### src/rtl/ts_pkg.sv
// Shared constants and FSM encoding for the pseudo-TS receive path.
// Pure declarations: no latency and no backpressure apply.
// Imported by the demux top and its lane router.
package ts_pkg;

    localparam int          TS_PKT_LEN   = 188;
    localparam logic [7:0]  TS_SYNC_BYTE = 8'h47;
    localparam int          NUM_CH       = 4;

    typedef enum logic [1:0] {
        HUNT    = 2'd0,
        HEADER  = 2'd1,
        PAYLOAD = 2'd2,
        DROP    = 2'd3
    } state_t;

endpackage

### src/rtl/ts_lane_router.sv
// Registered 1-to-NUM_CH byte steering; idle lanes are zero-filled every cycle.
// Latency: 1 cycle from an accepted byte to its lane.
// Backpressure: none, one byte per cycle is always taken.
module ts_lane_router
    import ts_pkg::*;
(
    input  logic                  CLK,
    input  logic                  RST,
    input  logic                  byte_vld,
    input  logic [1:0]            lane,
    input  logic [7:0]            byte_dat,
    input  logic                  byte_sync,
    output logic [8*NUM_CH-1:0]   lane_dat,
    output logic [NUM_CH-1:0]     lane_vld,
    output logic [NUM_CH-1:0]     lane_sync
);

    always_ff @(posedge CLK or posedge RST) begin
        if (RST) begin
            lane_dat  <= '0;
            lane_vld  <= '0;
            lane_sync <= '0;
        end else begin
            lane_dat  <= '0;
            lane_vld  <= '0;
            lane_sync <= '0;
            if (byte_vld) begin
                lane_dat[8*lane +: 8] <= byte_dat;
                lane_vld[lane]        <= 1'b1;
                lane_sync[lane]       <= byte_sync;
            end
        end
    end

endmodule

### src/rtl/pseudo_ts_demux.sv
// Pseudo-TS demux: strips the header, routes each TS packet to lane idx, counts framing errors.
// Latency: 1 cycle from accepted byte to lane output. Optional macro PSEUDO_TS_DEMUX_PKT_CNT_EN.
// Backpressure: none; bytes with D_VALID_IN=0 are ignored entirely.
module pseudo_ts_demux
    import ts_pkg::*;
#(
    parameter int HDR_LEN = 4,
    parameter int IDX_POS = 0
) (
    input  logic        CLK,
    input  logic        RST,
    input  logic [7:0]  DATA_IN,
    input  logic        D_VALID_IN,
    input  logic        P_SYNC_IN,
    output logic [31:0] DATA_OUT,
    output logic [3:0]  D_VALID_OUT,
    output logic [3:0]  P_SYNC_OUT,
    output logic        ERR_PULSE,
    output logic [15:0] ERR_CNT,
    output logic [63:0] PKT_CNT_BUS
);

    localparam logic [7:0] HDR_LAST = 8'(HDR_LEN - 1);
    localparam logic [7:0] PAY_LAST = 8'(TS_PKT_LEN - 1);
    localparam logic [7:0] IDX_AT   = 8'(IDX_POS);

    state_t     state, state_n;
    logic [7:0] byte_cnt, cnt_n;
    logic [7:0] idx, idx_n;
    logic       emit, emit_sync, err;

    always_comb begin
        state_n   = state;
        cnt_n     = byte_cnt;
        idx_n     = idx;
        emit      = 1'b0;
        emit_sync = 1'b0;
        err       = 1'b0;
        if (D_VALID_IN) begin
            if (P_SYNC_IN) begin
                // A marker outside HUNT means the previous packet was cut short.
                err = (state != HUNT);
                if (IDX_POS == 0) idx_n = DATA_IN;
                if (HDR_LEN == 1) begin
                    state_n = PAYLOAD;
                    cnt_n   = 8'd0;
                end else begin
                    state_n = HEADER;
                    cnt_n   = 8'd1;
                end
            end else begin
                case (state)
                    HUNT: ;
                    HEADER: begin
                        if (byte_cnt == IDX_AT) idx_n = DATA_IN;
                        if (byte_cnt == HDR_LAST) begin
                            state_n = PAYLOAD;
                            cnt_n   = 8'd0;
                        end else begin
                            cnt_n = byte_cnt + 8'd1;
                        end
                    end
                    PAYLOAD: begin
                        if (byte_cnt == 8'd0 && (DATA_IN != TS_SYNC_BYTE || idx > 8'd3)) begin
                            err     = 1'b1;
                            state_n = DROP;
                            cnt_n   = 8'd1;
                        end else begin
                            emit      = 1'b1;
                            emit_sync = (byte_cnt == 8'd0);
                            if (byte_cnt == PAY_LAST) begin
                                state_n = HUNT;
                                cnt_n   = 8'd0;
                            end else begin
                                cnt_n = byte_cnt + 8'd1;
                            end
                        end
                    end
                    DROP: begin
                        if (byte_cnt == PAY_LAST) begin
                            state_n = HUNT;
                            cnt_n   = 8'd0;
                        end else begin
                            cnt_n = byte_cnt + 8'd1;
                        end
                    end
                    default: ;
                endcase
            end
        end
    end

    always_ff @(posedge CLK or posedge RST) begin
        if (RST) begin
            state     <= HUNT;
            byte_cnt  <= 8'd0;
            idx       <= 8'd0;
            ERR_PULSE <= 1'b0;
            ERR_CNT   <= 16'd0;
        end else begin
            state     <= state_n;
            byte_cnt  <= cnt_n;
            idx       <= idx_n;
            ERR_PULSE <= err;
            if (err && ERR_CNT != 16'hFFFF) ERR_CNT <= ERR_CNT + 16'd1;
        end
    end

    ts_lane_router u_router (
        .CLK       (CLK),
        .RST       (RST),
        .byte_vld  (emit),
        .lane      (idx[1:0]),
        .byte_dat  (DATA_IN),
        .byte_sync (emit_sync),
        .lane_dat  (DATA_OUT),
        .lane_vld  (D_VALID_OUT),
        .lane_sync (P_SYNC_OUT)
    );

`ifdef PSEUDO_TS_DEMUX_PKT_CNT_EN
    logic pkt_done;
    assign pkt_done = emit && (byte_cnt == PAY_LAST);

    always_ff @(posedge CLK or posedge RST) begin
        if (RST) begin
            PKT_CNT_BUS <= '0;
        end else if (pkt_done) begin
            PKT_CNT_BUS[16*idx[1:0] +: 16] <= PKT_CNT_BUS[16*idx[1:0] +: 16] + 16'd1;
        end
    end
`else
    assign PKT_CNT_BUS = '0;
`endif

endmodule

### config.mk
export PLATFORM = sky130hd
export DESIGN_NAME = pseudo_ts_demux
export DESIGN_NICKNAME = d
export VERILOG_FILES = /design/src/rtl/ts_pkg.sv /design/src/rtl/ts_lane_router.sv /design/src/rtl/pseudo_ts_demux.sv
export SDC_FILE = /design/constraint.sdc
export NUM_CORES = 1
export LEC_CHECK = 0
export BUFFER_PORTS_ARGS = -buffer_cell sky130_fd_sc_hd__clkbuf_2
export CAP_MARGIN = 20
export CORE_MARGIN = 2
export CORE_UTILIZATION = 54
export CTS_CLUSTER_DIAMETER = 100
export CTS_CLUSTER_SIZE = 8
export DETAILED_ROUTE_END_ITERATION = 16
export PLACE_DENSITY_LB_ADDON = 0.15
export SLEW_MARGIN = 20
export SYNTH_ARGS = -nofsm -noshare
export SYNTH_HDL_FRONTEND = slang
export SYNTH_SLANG_ARGS = --single-unit
### constraint.sdc
create_clock -name CLK -period 5 [get_ports CLK]
set_input_delay 0.5 -clock CLK [delete_from_list [all_inputs] [get_ports CLK]]
set_output_delay 0.5 -clock CLK [all_outputs]
set_load 0.02 [all_outputs]
==> flow_metrics.env <==
export IMPL_gr_usage_all_layers_pct=17.5
export IMPL_post_route_min_period_ns=2.70
export IMPL_yosys_warnings=0
export IMPL_gp_routability_congestion=0.801
export IMPL_clk_pin_slew_worst_paths_ns=0.08
export IMPL_post_dr_wirelength_cell_um=12.9
export IMPL_hold_viol_final=0
export IMPL_achievable_frequency_mhz=370
export IMPL_avgSynthCellArea_sq_um=10.9
export IMPL_grt_util_met3_pct=3.41
export IMPL_critical_path_arrival_ns=2.93
export IMPL_r2r_start="byte_cnt[3]"
export IMPL_io_pins=133
export IMPL_grt_overflow_total=0
export IMPL_wirelength_um=6470
export IMPL_post_synth_instance_area_sq_mm=0.00372
export IMPL_core_area_sq_mm=0.00672
export IMPL_status="completed"
export IMPL_grt_first_pass_wirelength_um=10300
export IMPL_static_leakage_power_nw=2.14
export IMPL_synth_yosys_seq_area_share_pct=50.4
export IMPL_firstDrtPassIters=5
export IMPL_grt_antenna_before_repair=0
export IMPL_tightest_slew_ns=0.936
export IMPL_post_cts_setup_inserts=0
export IMPL_area_growth_from_synthesis_to_final_layout_pct=10.3
export IMPL_ys_seq_elements=75
export IMPL_tritoncts="yes"
export IMPL_clock_sink_count=75
export IMPL_port_buffers=68
export IMPL_final_antenna_net_count=0
export IMPL_detailed_place_hpwl_um=4620
export IMPL_layout_drive_gt1_share_pct=25.7
export IMPL_totalPowerFinal_mw=1.66
export IMPL_cap_viol_max_count=0
export IMPL_cts_hold_buffers=0
export IMPL_async_flop_share_pct=100
export IMPL_worstPathMaxFanout=8
export IMPL_insertion_delay_ns=0.35
export IMPL_reg2reg_slack_ns=2.30
export IMPL_cts_made_buffers=9
export IMPL_die_width_um=87.1
export IMPL_unrepaired_setup_endpoints_after_global_routing="false"
export IMPL_first_drt_iteration_drcs=65
export IMPL_synth_edff_count=0
export IMPL_timing_final_crit_share_pct=54.1
export IMPL_pwr_density_cell_mw_per_mm2=403
export IMPL_timing_setup_critical_path_class="reg -> reg"
export IMPL_post_synth_top_area_cell="dfrtp_1"
export IMPL_syn_inst=342
export IMPL_fp_dieArea_sq_mm=0.00758
export IMPL_cts_root_buffer_cell="clkbuf_8"
export IMPL_floorplan_initialDensity_pct=55.4
export IMPL_h_tree_depth=3
export IMPL_synth_top_area_share_pct=50.4
export IMPL_dr_total_vias=2489
export IMPL_setup_viol_count_final=0
export IMPL_finalClockSkew_ns=0.0126
export IMPL_timing_final_max_slew_violations=0
export IMPL_fin_nets=436
export IMPL_grt_pass1_vias=2153
export IMPL_synthMostInstantiatedCell="dfrtp_1"
export IMPL_grt_start_max_net_pins=52
export IMPL_worst_setup_path_start_kind="register"
export IMPL_die_y_um=87.1
export IMPL_number_of_gates_resized_after_cts=0
export IMPL_detail_route_drc_violations=0
export IMPL_worstReg2RegEnd="idx[2]"
export IMPL_timing_critical_path_to_type="register"
export IMPL_grt_most_used_layer="met2"
export IMPL_timing_reg2reg_worst_path_depth=5
export IMPL_worstHoldPathType="in -> async"
export IMPL_ys_top_cells_by_area="dfrtp_1, buf_4, nor2_1"
export IMPL_post_synth_most_frequent_cells="dfrtp_1, buf_4, nor2_1"
export IMPL_required_time_of_the_worst_setup_path_ns=5.23
export IMPL_antenna_diode_count=0
export IMPL_ctsLongestPathBuffers=2
export IMPL_distinct_cell_type_count_of_the_synthesized_netlist=53
export IMPL_drt_vias_per_instance=4.98
export IMPL_slew_headroom_pct=37.1
export IMPL_totalNegativeSetupSlack_ns=0
export IMPL_gr_usage_met2_pct=26.3
export IMPL_ys_flop_type="dfrtp_1"
export IMPL_met1_usage_pct=24.2
export IMPL_vdd_ir_drop_worst_v=0.000167
export IMPL_row_count=30
==> per-layer routing <==
metal	vias up	wire length, um
met2	100	3020
met1	1194	2940
met5	-	0
met4	0	121
met3	11	382
li1	1184	-
==> placed cells by master (no fill, tap or decap), drive strengths merged, types with 3 or more instances in the layout <==
cell type   n
o21ai       6
nor3        8
a31oi       6
inv        14
nand3      11
nor4        7
nand4       6
conb       64
nand2b      8
ha          9
nor2       31
and2       18
dfrtp      75
mux2       10
o41ai       4
a21oi       5
nor4b       3
nand2      11
xor2       13
clkbuf     77
and4        3
or4         4
==> where the power goes <==
| group | internal (mW) | switching (mW) |
|---|---|---|
| logic | 0.137 | 0.241 |
| clock network | 0.285 | 0.233 |
| registers | 0.673 | 0.0867 |
| total | 1.09 | 0.561 |
==> registers in the layout, summed over array words and instances, names as in the netlist <==
register            cells
byte_cnt                8
u_router.lane_vld       4
ERR_PULSE               1
state                   2
idx                     8
u_router.lane_dat      32
ERR_CNT                16
u_router.lane_sync      4
==> cell type report <==
cell class | instances | area [sq um]
Clock inverter | 7 | 96.3
Tap cell | 80 | 100
Sequential cell | 75 | 1880
Fill cell | 558 | 2610
Inverter | 11 | 41.3
Clock buffer | 9 | 124
Multi-Input combinational cell | 248 | 1520
Timing Repair Buffer | 70 | 355
==> worst max-delay path: stages (launching register included) <==
cell	delay [ns]
dfrtp_1	0.44
or4_4	0.59
nor4b_4	0.39
a31oi_1	0.14
nor2b_1	0.61
mux2_2	0.41
==> cells by family (layout without fill, tap and decap cells) <==
group                      count (synthesis)  after routing  synth area share (%)
other                                      1             64                 0.101
muxes                                     10             10                  3.02
buffers and inverters                     82             97                  15.2
DFF                                       75             75                  50.4
AOI/OAI and AO/OA                         29             29                  5.51
and+or+nand+nor                          122            122                  19.4
xor gates and xnor gates                  14             14                  3.29
adders and majority gates                  9              9                  3.02
==> how the worst max path moves through the flow <==
stage                 from                     to  cells past startpoint
2_1_floorplan          RST             ERR_CNT[0]                      1
3_3_place_gp    DATA_IN[5]  u_router.lane_dat[29]                      6
3_5_place_dp    DATA_IN[5]  u_router.lane_dat[28]                      6
4_1_cts        byte_cnt[3]                 idx[2]                      5
5_1_grt        byte_cnt[3]                 idx[2]                      5
6_report       byte_cnt[3]                 idx[2]                      5
==> through the flow <==
| stage | util [%] | instances | setup WS [ns] | area, sq um | hold WS (ns) |
|---|---|---|---|---|---|
| 4_1_cts | 61.2 | 500 | 2.33 | 4110 | 0.174 |
| 5_1_grt | 61.2 | 500 | 2.23 | 4110 | 0.202 |
| 3_5_place_dp | 57.9 | 484 | 2.28 | 3890 | 0.492 |
| 2_1_floorplan | - | 405 | 2.59 | 3960 | 0.481 |
| 6_report | 61.2 | 500 | 2.30 | 4110 | 0.164 |
| 3_3_place_gp | 57.9 | 484 | 2.32 | 3890 | 0.479 |
(Power assumes the default switching activity.)
